<file path="src/rtl/regfile_dump_if.sv">
// Dump stream between the controller and its consumer: one word per handshake,
// plus the consumer's expected value for the word on offer.
interface regfile_dump_if;
  logic        dump_valid;
  logic        dump_ready;
  logic [4:0]  dump_idx;
  logic [31:0] dump_data;
  logic [31:0] exp_data;

  modport master (
    output dump_valid, dump_idx, dump_data,
    input  dump_ready, exp_data
  );

  modport slave (
    input  dump_valid, dump_idx, dump_data,
    output dump_ready, exp_data
  );
endinterface

</file>
<file path="src/rtl/regfile_dump_ctrl.sv">
// Runs the processor for a fixed number of cycles while tracing regfile writes,
// then hijacks read port A and streams every register out. Optional DUMP_COMPARE_EN.
//
// state    | meaning
// ---------+-----------------------------------------------------------
// S_IDLE   | after reset, waiting for start
// S_RUN    | processor runs, writes to r1..r31 are traced
// S_SETTLE | read port A settles on rs1_test for one cycle
// S_OUT    | dump word offered, waiting for dump_ready
// S_DONE   | all registers dumped, port A still hijacked
module regfile_dump_ctrl #(
  parameter int NUM_REGS = 32,
  parameter int CYC_W    = 8
) (
  input  logic              clk,
  input  logic              rst_n,
  input  logic              start_i,
  input  logic [CYC_W-1:0]  num_cycles_i,
  input  logic              proc_rwe_i,
  input  logic [4:0]        proc_rd_i,
  input  logic [31:0]       proc_wdata_i,
  output logic              trace_valid_o,
  output logic [CYC_W-1:0]  trace_cycle_o,
  output logic [4:0]        trace_rd_o,
  output logic [31:0]       trace_data_o,
  output logic              test_mode_o,
  output logic [4:0]        rs1_test_o,
  input  logic [31:0]       rega_i,
  regfile_dump_if.master    dump,
  output logic              mismatch_o,
  output logic [5:0]        err_count_o,
  output logic              busy_o,
  output logic              done_o
);

  typedef enum logic [2:0] {S_IDLE, S_RUN, S_SETTLE, S_OUT, S_DONE} state_t;

  localparam logic [4:0] LAST_IDX = 5'(NUM_REGS - 1);

  state_t            state_q, state_d;
  logic [CYC_W-1:0]  ncyc_q, ncyc_d;
  logic [CYC_W-1:0]  cnt_q, cnt_d;
  logic [4:0]        idx_q, idx_d;
  logic              test_mode_q, test_mode_d;
  logic [4:0]        dump_idx_q, dump_idx_d;
  logic [31:0]       dump_data_q, dump_data_d;
  logic              trace_valid_q, trace_valid_d;
  logic [CYC_W-1:0]  trace_cycle_q, trace_cycle_d;
  logic [4:0]        trace_rd_q, trace_rd_d;
  logic [31:0]       trace_data_q, trace_data_d;
  logic              mismatch_q, mismatch_d;
  logic [5:0]        err_q, err_d;

  always_ff @(posedge clk or negedge rst_n) begin
    if (!rst_n) begin
      state_q       <= S_IDLE;
      ncyc_q        <= '0;
      cnt_q         <= '0;
      idx_q         <= '0;
      test_mode_q   <= 1'b0;
      dump_idx_q    <= '0;
      dump_data_q   <= '0;
      trace_valid_q <= 1'b0;
      trace_cycle_q <= '0;
      trace_rd_q    <= '0;
      trace_data_q  <= '0;
      mismatch_q    <= 1'b0;
      err_q         <= '0;
    end else begin
      state_q       <= state_d;
      ncyc_q        <= ncyc_d;
      cnt_q         <= cnt_d;
      idx_q         <= idx_d;
      test_mode_q   <= test_mode_d;
      dump_idx_q    <= dump_idx_d;
      dump_data_q   <= dump_data_d;
      trace_valid_q <= trace_valid_d;
      trace_cycle_q <= trace_cycle_d;
      trace_rd_q    <= trace_rd_d;
      trace_data_q  <= trace_data_d;
      mismatch_q    <= mismatch_d;
      err_q         <= err_d;
    end
  end

  always_comb begin
    state_d       = state_q;
    ncyc_d        = ncyc_q;
    cnt_d         = cnt_q;
    idx_d         = idx_q;
    test_mode_d   = test_mode_q;
    dump_idx_d    = dump_idx_q;
    dump_data_d   = dump_data_q;
    trace_valid_d = 1'b0;
    trace_cycle_d = trace_cycle_q;
    trace_rd_d    = trace_rd_q;
    trace_data_d  = trace_data_q;
    mismatch_d    = 1'b0;
    err_d         = err_q;

    case (state_q)
      S_IDLE, S_DONE: begin
        if (start_i) begin
          ncyc_d      = num_cycles_i;
          cnt_d       = '0;
          idx_d       = '0;
          err_d       = '0;
          // A zero-length run needs port A immediately for the first dump word.
          if (num_cycles_i == '0) begin
            state_d     = S_SETTLE;
            test_mode_d = 1'b1;
          end else begin
            state_d     = S_RUN;
            test_mode_d = 1'b0;
          end
        end
      end
      S_RUN: begin
        cnt_d = cnt_q + 1'b1;
        if (proc_rwe_i && (proc_rd_i != 5'd0)) begin
          trace_valid_d = 1'b1;
          trace_cycle_d = cnt_q;
          trace_rd_d    = proc_rd_i;
          trace_data_d  = proc_wdata_i;
        end
        if (cnt_q == ncyc_q - 1'b1) begin
          state_d     = S_SETTLE;
          test_mode_d = 1'b1;
          idx_d       = '0;
        end
      end
      S_SETTLE: begin
        state_d     = S_OUT;
        dump_idx_d  = idx_q;
        dump_data_d = rega_i;
      end
      S_OUT: begin
        if (dump.dump_ready) begin
`ifdef DUMP_COMPARE_EN
          if (dump_data_q != dump.exp_data) begin
            mismatch_d = 1'b1;
            if (err_q != 6'd63) err_d = err_q + 6'd1;
          end
`endif
          if (idx_q == LAST_IDX) begin
            state_d = S_DONE;
          end else begin
            idx_d   = idx_q + 5'd1;
            state_d = S_SETTLE;
          end
        end
      end
      default: state_d = S_IDLE;
    endcase
  end

  assign dump.dump_valid = (state_q == S_OUT);
  assign dump.dump_idx   = dump_idx_q;
  assign dump.dump_data  = dump_data_q;

  assign trace_valid_o = trace_valid_q;
  assign trace_cycle_o = trace_cycle_q;
  assign trace_rd_o    = trace_rd_q;
  assign trace_data_o  = trace_data_q;
  assign test_mode_o   = test_mode_q;
  assign rs1_test_o    = idx_q;
  assign mismatch_o    = mismatch_q;
  assign err_count_o   = err_q;
  assign busy_o        = (state_q == S_RUN) || (state_q == S_SETTLE) || (state_q == S_OUT);
  assign done_o        = (state_q == S_DONE);

endmodule

</file>
<file path="src/flat_wrapper.sv">
// flat-port wrapper written by rule: the top's interface ports become plain ports
module regfile_dump_ctrl_flat 
#(
  parameter int NUM_REGS = 32,
  parameter int CYC_W    = 8
)
  (clk, rst_n, start_i, num_cycles_i, proc_rwe_i, proc_rd_i, proc_wdata_i, trace_valid_o, trace_cycle_o, trace_rd_o, trace_data_o, test_mode_o, rs1_test_o, rega_i, mismatch_o, err_count_o, busy_o, done_o, dump_dump_valid, dump_dump_idx, dump_dump_data, dump_dump_ready, dump_exp_data);
  regfile_dump_if dump_i ();
  input  logic clk;
  input  logic rst_n;
  input  logic start_i;
  input  logic [CYC_W-1:0] num_cycles_i;
  input  logic proc_rwe_i;
  input  logic [4:0] proc_rd_i;
  input  logic [31:0] proc_wdata_i;
  output logic trace_valid_o;
  output logic [CYC_W-1:0] trace_cycle_o;
  output logic [4:0] trace_rd_o;
  output logic [31:0] trace_data_o;
  output logic test_mode_o;
  output logic [4:0] rs1_test_o;
  input  logic [31:0] rega_i;
  output logic mismatch_o;
  output logic [5:0] err_count_o;
  output logic busy_o;
  output logic done_o;
  output wire logic [$bits(dump_i.dump_valid)-1:0] dump_dump_valid;
  output wire logic [$bits(dump_i.dump_idx)-1:0] dump_dump_idx;
  output wire logic [$bits(dump_i.dump_data)-1:0] dump_dump_data;
  input wire logic [$bits(dump_i.dump_ready)-1:0] dump_dump_ready;
  input wire logic [$bits(dump_i.exp_data)-1:0] dump_exp_data;
  assign dump_dump_valid = dump_i.dump_valid;
  assign dump_dump_idx = dump_i.dump_idx;
  assign dump_dump_data = dump_i.dump_data;
  assign dump_i.dump_ready = dump_dump_ready;
  assign dump_i.exp_data = dump_exp_data;
  regfile_dump_ctrl #(.NUM_REGS(NUM_REGS), .CYC_W(CYC_W)) u_core (.clk(clk), .rst_n(rst_n), .start_i(start_i), .num_cycles_i(num_cycles_i), .proc_rwe_i(proc_rwe_i), .proc_rd_i(proc_rd_i), .proc_wdata_i(proc_wdata_i), .trace_valid_o(trace_valid_o), .trace_cycle_o(trace_cycle_o), .trace_rd_o(trace_rd_o), .trace_data_o(trace_data_o), .test_mode_o(test_mode_o), .rs1_test_o(rs1_test_o), .rega_i(rega_i), .dump(dump_i), .mismatch_o(mismatch_o), .err_count_o(err_count_o), .busy_o(busy_o), .done_o(done_o));
endmodule
</file>
<file path="config.mk">
export PLATFORM = sky130hd
export DESIGN_NAME = regfile_dump_ctrl_flat
export DESIGN_NICKNAME = d
export VERILOG_FILES = /design/src/rtl/regfile_dump_if.sv /design/src/rtl/regfile_dump_ctrl.sv /design/src/flat_wrapper.sv
export SDC_FILE = /design/constraint.sdc
export NUM_CORES = 1
export LEC_CHECK = 0
export ABC_AREA = 1
export CAP_MARGIN = 0
export CORE_MARGIN = 2
export CORE_UTILIZATION = 42
export DETAILED_ROUTE_END_ITERATION = 8
export PLACE_DENSITY = 0.84
export SYNTH_ARGS = -nofsm -noshare
export SYNTH_HDL_FRONTEND = slang
export SYNTH_SLANG_ARGS = --single-unit
export TNS_END_PERCENT = 100
</file>
<file path="constraint.sdc">
create_clock -name clk -period 2.2 [get_ports clk]
set_input_delay 0.44 -clock clk [delete_from_list [all_inputs] [get_ports clk]]
set_output_delay 0.44 -clock clk [all_outputs]
set_load 0.02 [all_outputs]
</file>
# == After elaboration in Yosys (flattened, before gate mapping) ==
# Cells that the tools add are included.
# W data, S select, Z words.
# op_classes
n_mux,19
bitwise,0
multipliers,0
order_cmp,0
shift,0
n_eq_ne,10
addsub,3
n_reduce_logical,15
n_div,0
# op_table
cell,count
$mux W5,4
$pmux W8 S2,1
$pmux W5 S3,1
$mux W3,4
$pmux W3 S4,1
$add A8 B1 Y8 const B,1
$eq A8 B8 Y1,1
$logic_not A8 Y1,1
$mux W8,1
$sub A8 B1 Y8 const B,1
$eq A3 B2 Y1 const B,2
$reduce_and A2 Y1,3
$reduce_and A3 Y1,2
$add A5 B1 Y5 const B,1
$eq A5 B5 Y1 const B,1
$mux W1,5
$reduce_and A5 Y1,1
$reduce_bool A5 Y1,1
$ne A2 B1 Y1 const B,2
$ne A2 B2 Y1 const B,2
$eq A3 B1 Y1 const B,1
$eq A3 B3 Y1 const B,1
$logic_not A3 Y1,1
$reduce_bool A3 Y1,1
6 further kinds,7
# word_totals
mem_bits_rw,0
memories,0
latchBits,0
output_inout_bits,99
inputBits,114
register_bits,108
mem_bits_ro,0

# == Logic depth before layout (Yosys ltp) ==
# logic_depth
depth_word,4
ltp_mapped,14
depth_no_buf,14

# == Least setup slack after synthesis ==
# OpenSTA, ideal clock, no wires.
# synth_path
path_type,reg-to-reg
startpoint,reg u_core.ncyc_q[0]
endpoint,reg u_core.state_q[0]
arrival_ns,1.525
period_less_slack_ns,1.655
slack_ns,0.545
path_stages_with_launch,15
t_required_ns,2.070
setup_time_ns,0.130
path_cell_list,dfrtp_1 > inv_2 > ha_1 > inv_1 > nand2_1 > nand2_1 > nand2_1 > nor2_1 > nand3_1 > nor2_2 > nand3_2 > nand2_4 > nand2_4 > nor2_2 > nor2_1
# synth_via
elab_chain_cells,4
# synth_lines
element,line_no,text
start: declaration,regfile_dump_ctrl.sv:41,"logic [CYC_W-1:0] ncyc_q, ncyc_d;"
start signal: assignment,regfile_dump_ctrl.sv:71,ncyc_q <= ncyc_d;
$sub A8 B1 Y8,regfile_dump_ctrl.sv:126,if (cnt_q == ncyc_q - 1'b1) begin
$eq A8 B8 Y1,regfile_dump_ctrl.sv:126,
$ne A2 B1 Y1 (no source line),-,
$reduce_and A3 Y1 (no source line),-,
end signal: assignment,regfile_dump_ctrl.sv:70,state_q <= state_d;
end: declaration,regfile_dump_ctrl.sv:40,"state_t state_q, state_d;"
# Every way passes these cells.
# A chain may end at the register's enable or synchronous reset.

# == Worst setup path in the final report ==
# layout_path
startpoint,reg u_core.state_q[0]
endpoint,out busy_o
# layout_via
elab_chain_cells,3
# layout_lines
element,line_no,text
$eq A3 B1 Y1 / $eq A3 B2 Y1 (equally long branches),regfile_dump_ctrl.sv:169,assign busy_o = (state_q == S_RUN) || (state_q == S_SETTLE) || (state_q == S_OUT);
$logic_or A1 B1 Y1,regfile_dump_ctrl.sv:169,
$logic_or A1 B1 Y1 (*),regfile_dump_ctrl.sv:169,
end: declaration,flat_wrapper.sv:25,output logic busy_o;
# Every way passes the cells marked *; elsewhere a longest branch is shown, timed or not.

==> impl_metrics.toml <==
[die]
ios = 213
core_mm2 = 0.0109
start_util = 0.435
num_rows = 38
dieWidth_um = 110
dieArea_mm2 = 0.0122
die_height_um = 110

[cells_and_area]
num-nets-final = 859
syn_to_final_growth_pct = 46.8
drive_gt1_frac = 0.0710
design_area_mm2 = 0.00699
final_cells = 886
antenna_cells = 0

[routing]
post_drt_wl_per_cell_um = 13.6
routed_via_density = 4.82
drt-total-wl_mm = 12.1
via_count = 4274
firstDrtPassIters = 6
drt_first_iter_violations = 283
drc = 0
drtAntennaViolNets = 0

[sta]
fin_skew_ns = 0.00820
setup_viol = 0
fin_setup_tns_ns = 0
fmaxAchievable_mhz = 489
post-route-worst-setup-slack_ns = 0.155
rsz0062_at_grt = "no"
period_minus_slack_ns = 2.05
post-route-period-util = 0.930
hold_violations = 0
final_max_slew_viol_count = 0
timing.slew.headroom = 0.636
worstMarginPinSlew_ns = 0.545

[place]
gp_congestion = 0.923
dp.final_hpwl_mm = 8.82
place.port_buffers = 173
post-place-ws_ns = 0.267
place_inst = 869
placed_cell_area_mm2 = 0.00661

[synthesis]
synth_ff_type = "dfrtp_1"
synth.avg_cell_area_um2 = 8.38
syn_area_mm2 = 0.00476
synth-edff-count = 0
synthArstFlopShare = 1.00
yosys-top-cells-area = "dfrtp_1, nand2_1, inv_1, nor2_1, o21ai_0"
yosysMostFrequentCell = "nand2_1"
yosysWarnings = 0
synth.yosys.seq_area_share = 0.568
synth.distinct_cells = 33
post-synth-top-area-fraction = 0.568
synth_commonest_cells = "nand2_1, dfrtp_1, inv_1"
yosys.area.top_type = "dfrtp_1"
synthCells = 568
ys_seq_elements = 108

[min_path]
hp-class = "reg2reg"
worstHoldStart = "u_core.dump.dump_data[21]"

[power]
power_density_mw_per_mm2 = 1460
power_frac_seq = 0.326
ir_drop_v = 0.000883
power.internal_w = 0.00614
p_leak_nw = 3.46
comb_power_share = 0.483
power.switching_w = 0.00406
switching_share = 0.398
p_clk_frac = 0.191

[job]
cap_violations = 0

[global_routing]
grt_pass1_vias = 4239
antenna_found_initial = 0
grt_usage = 0.200
gr-total-overflow = 0
grt_first_pass_wirelength_mm = 20.4
grt_start_max_net_pins = 58

[setup_path]
slowest_delay_ns = 0.63
startpoint = "u_core.state_q[0]"
worstPathArrival_ns = 1.61
cp_cell_sequence = "inv_2 -> a21oi_1 -> clkdlybuf4s50_1"
start_kind = "register"
worstSetupPathType = "reg2out"
crit_path_end_kind = "primary output"
cp_max_fo = 3
critical_path_required_ns = 1.76
r2r_start = "u_core.ncyc_q[0]"
critPathSlowestCell = "clkdlybuf4s50_1"

[clock_network]
cts_root_buffer = "clkbuf_16"
clock_tree.htree_level_count = 3
clock_latency_ns = 0.34
clock-sinks = 108
cts_buffers = 9
cts_setup_buffers = 0
cts_tree = "yes"
clockBufferDepth = 2
clkTransAtPathRegs_ns = 0.07

[run_status]
status = "finished, final reports clean"
-- registers in the layout, summed over array words and instances (netlist names) --
signal / count
u_core.ncyc_q: 8
u_core.rs1_test_o: 5
u_core.dump.dump_idx: 5
u_core.trace_rd_o: 5
u_core.cnt_q: 8
u_core.trace_cycle_o: 8
u_core.test_mode_o: 1
u_core.state_q: 3
u_core.trace_valid_o: 1
u_core.dump.dump_data: 32
u_core.trace_data_o: 32
-- power groups by stage --
stage	clock network, W	logic, W	registers, W
after floorplan	0	0.00198	0.00414
after global placement	0	0.00476	0.00331
after detailed placement	0	0.00494	0.00335
after CTS	0.00198	0.00497	0.00332
after global routing	0.00207	0.00537	0.00342
final	0.00195	0.00492	0.00333
-- kinds of logic after synthesis --
group	synth area share
buffers and inverters	0.0641
AND/OR/NAND/NOR	0.305
AO/OA/AOI/OAI	0.0431
XOR/XNOR	0.00920
other	0.000788
flip-flops	0.568
adder cells (fa/ha/maj)	0.0105
-- through the flow --
stage,total power (W),util,hold WS (ns)
after floorplan,0.00613,-,0.144
after global placement,0.00807,0.605,0.343
after detailed placement,0.00829,0.605,0.354
after CTS,0.0103,0.639,0.479
after global routing,0.0109,0.639,0.500
final,0.0102,0.639,0.471
-- timing repair --
| item | CTS | global route |
|---|---|---|
| hold endpoints to repair | 20 | 0 |
| hold buffers | 1 | 0 |
| endpoints found under the setup margin | 1 | 1 |
| gates resized for setup | 1 | 1 |
-- metal layers --
metal | part of all wire | track usage | up-vias
li1 | - | - | 2085
met1 | 0.42 | 0.248 | 2018
met2 | 0.50 | 0.347 | 139
met3 | 0.044 | 0.0296 | 32
met4 | 0.031 | 0.0892 | 0
met5 | 0 | 0 | -
-- cells in the final DEF (no fill, tap or decap), types with 2 or more instances in the layout --
cell type	n
o22ai_1	2
nand2_2	2
ha_1	4
o21ai_0	17
conb_1	7
inv_2	7
nand4_1	10
nand2_4	2
nor3_2	4
o21ai_1	9
nand3_4	2
nand3_1	9
dfrtp_1	108
nand3_2	2
a21oi_1	4
inv_1	33
clkbuf_16	9
xor2_1	4
clkbuf_1	2
o21ai_2	2
bufinv_16	4
nor2_2	5
clkdlybuf4s50_1	170
nand2_1	282
buf_4	8
nor2_1	24
nor2_4	2
-- critical path, delay by kind of cell (launching register included) --
kind | cells | cell delay, ns
buffers and inverters | 2 | 0.71
flip-flops | 1 | 0.40
AO/OA/AOI/OAI | 1 | 0.16
-- final timing paths --
check                                                 end  slack, ns  cells past startpoint
worst max-delay path                               busy_o       0.15                      3
worst max register to register       u_core.rs1_test_o[3]       0.31                     14
worst min register to register  u_core.dump.dump_data[21]       0.47                      2
min in group asynchronous       u_core.dump.dump_data[15]       0.55                      2
max in group asynchronous                u_core.ncyc_q[5]       0.95                      3
worst min-delay path            u_core.dump.dump_data[21]       0.47                      2
-- layout make-up --
type	count	area (um^2)
fillers	893	3950
flip-flops and latches	108	2700
repair buffers	182	1810
multi-input cells	399	1780
clock buffers	12	246
well taps	140	175
inverters	41	155
clock inverters	4	120
Note: power is estimated with default switching activity, not from simulation.
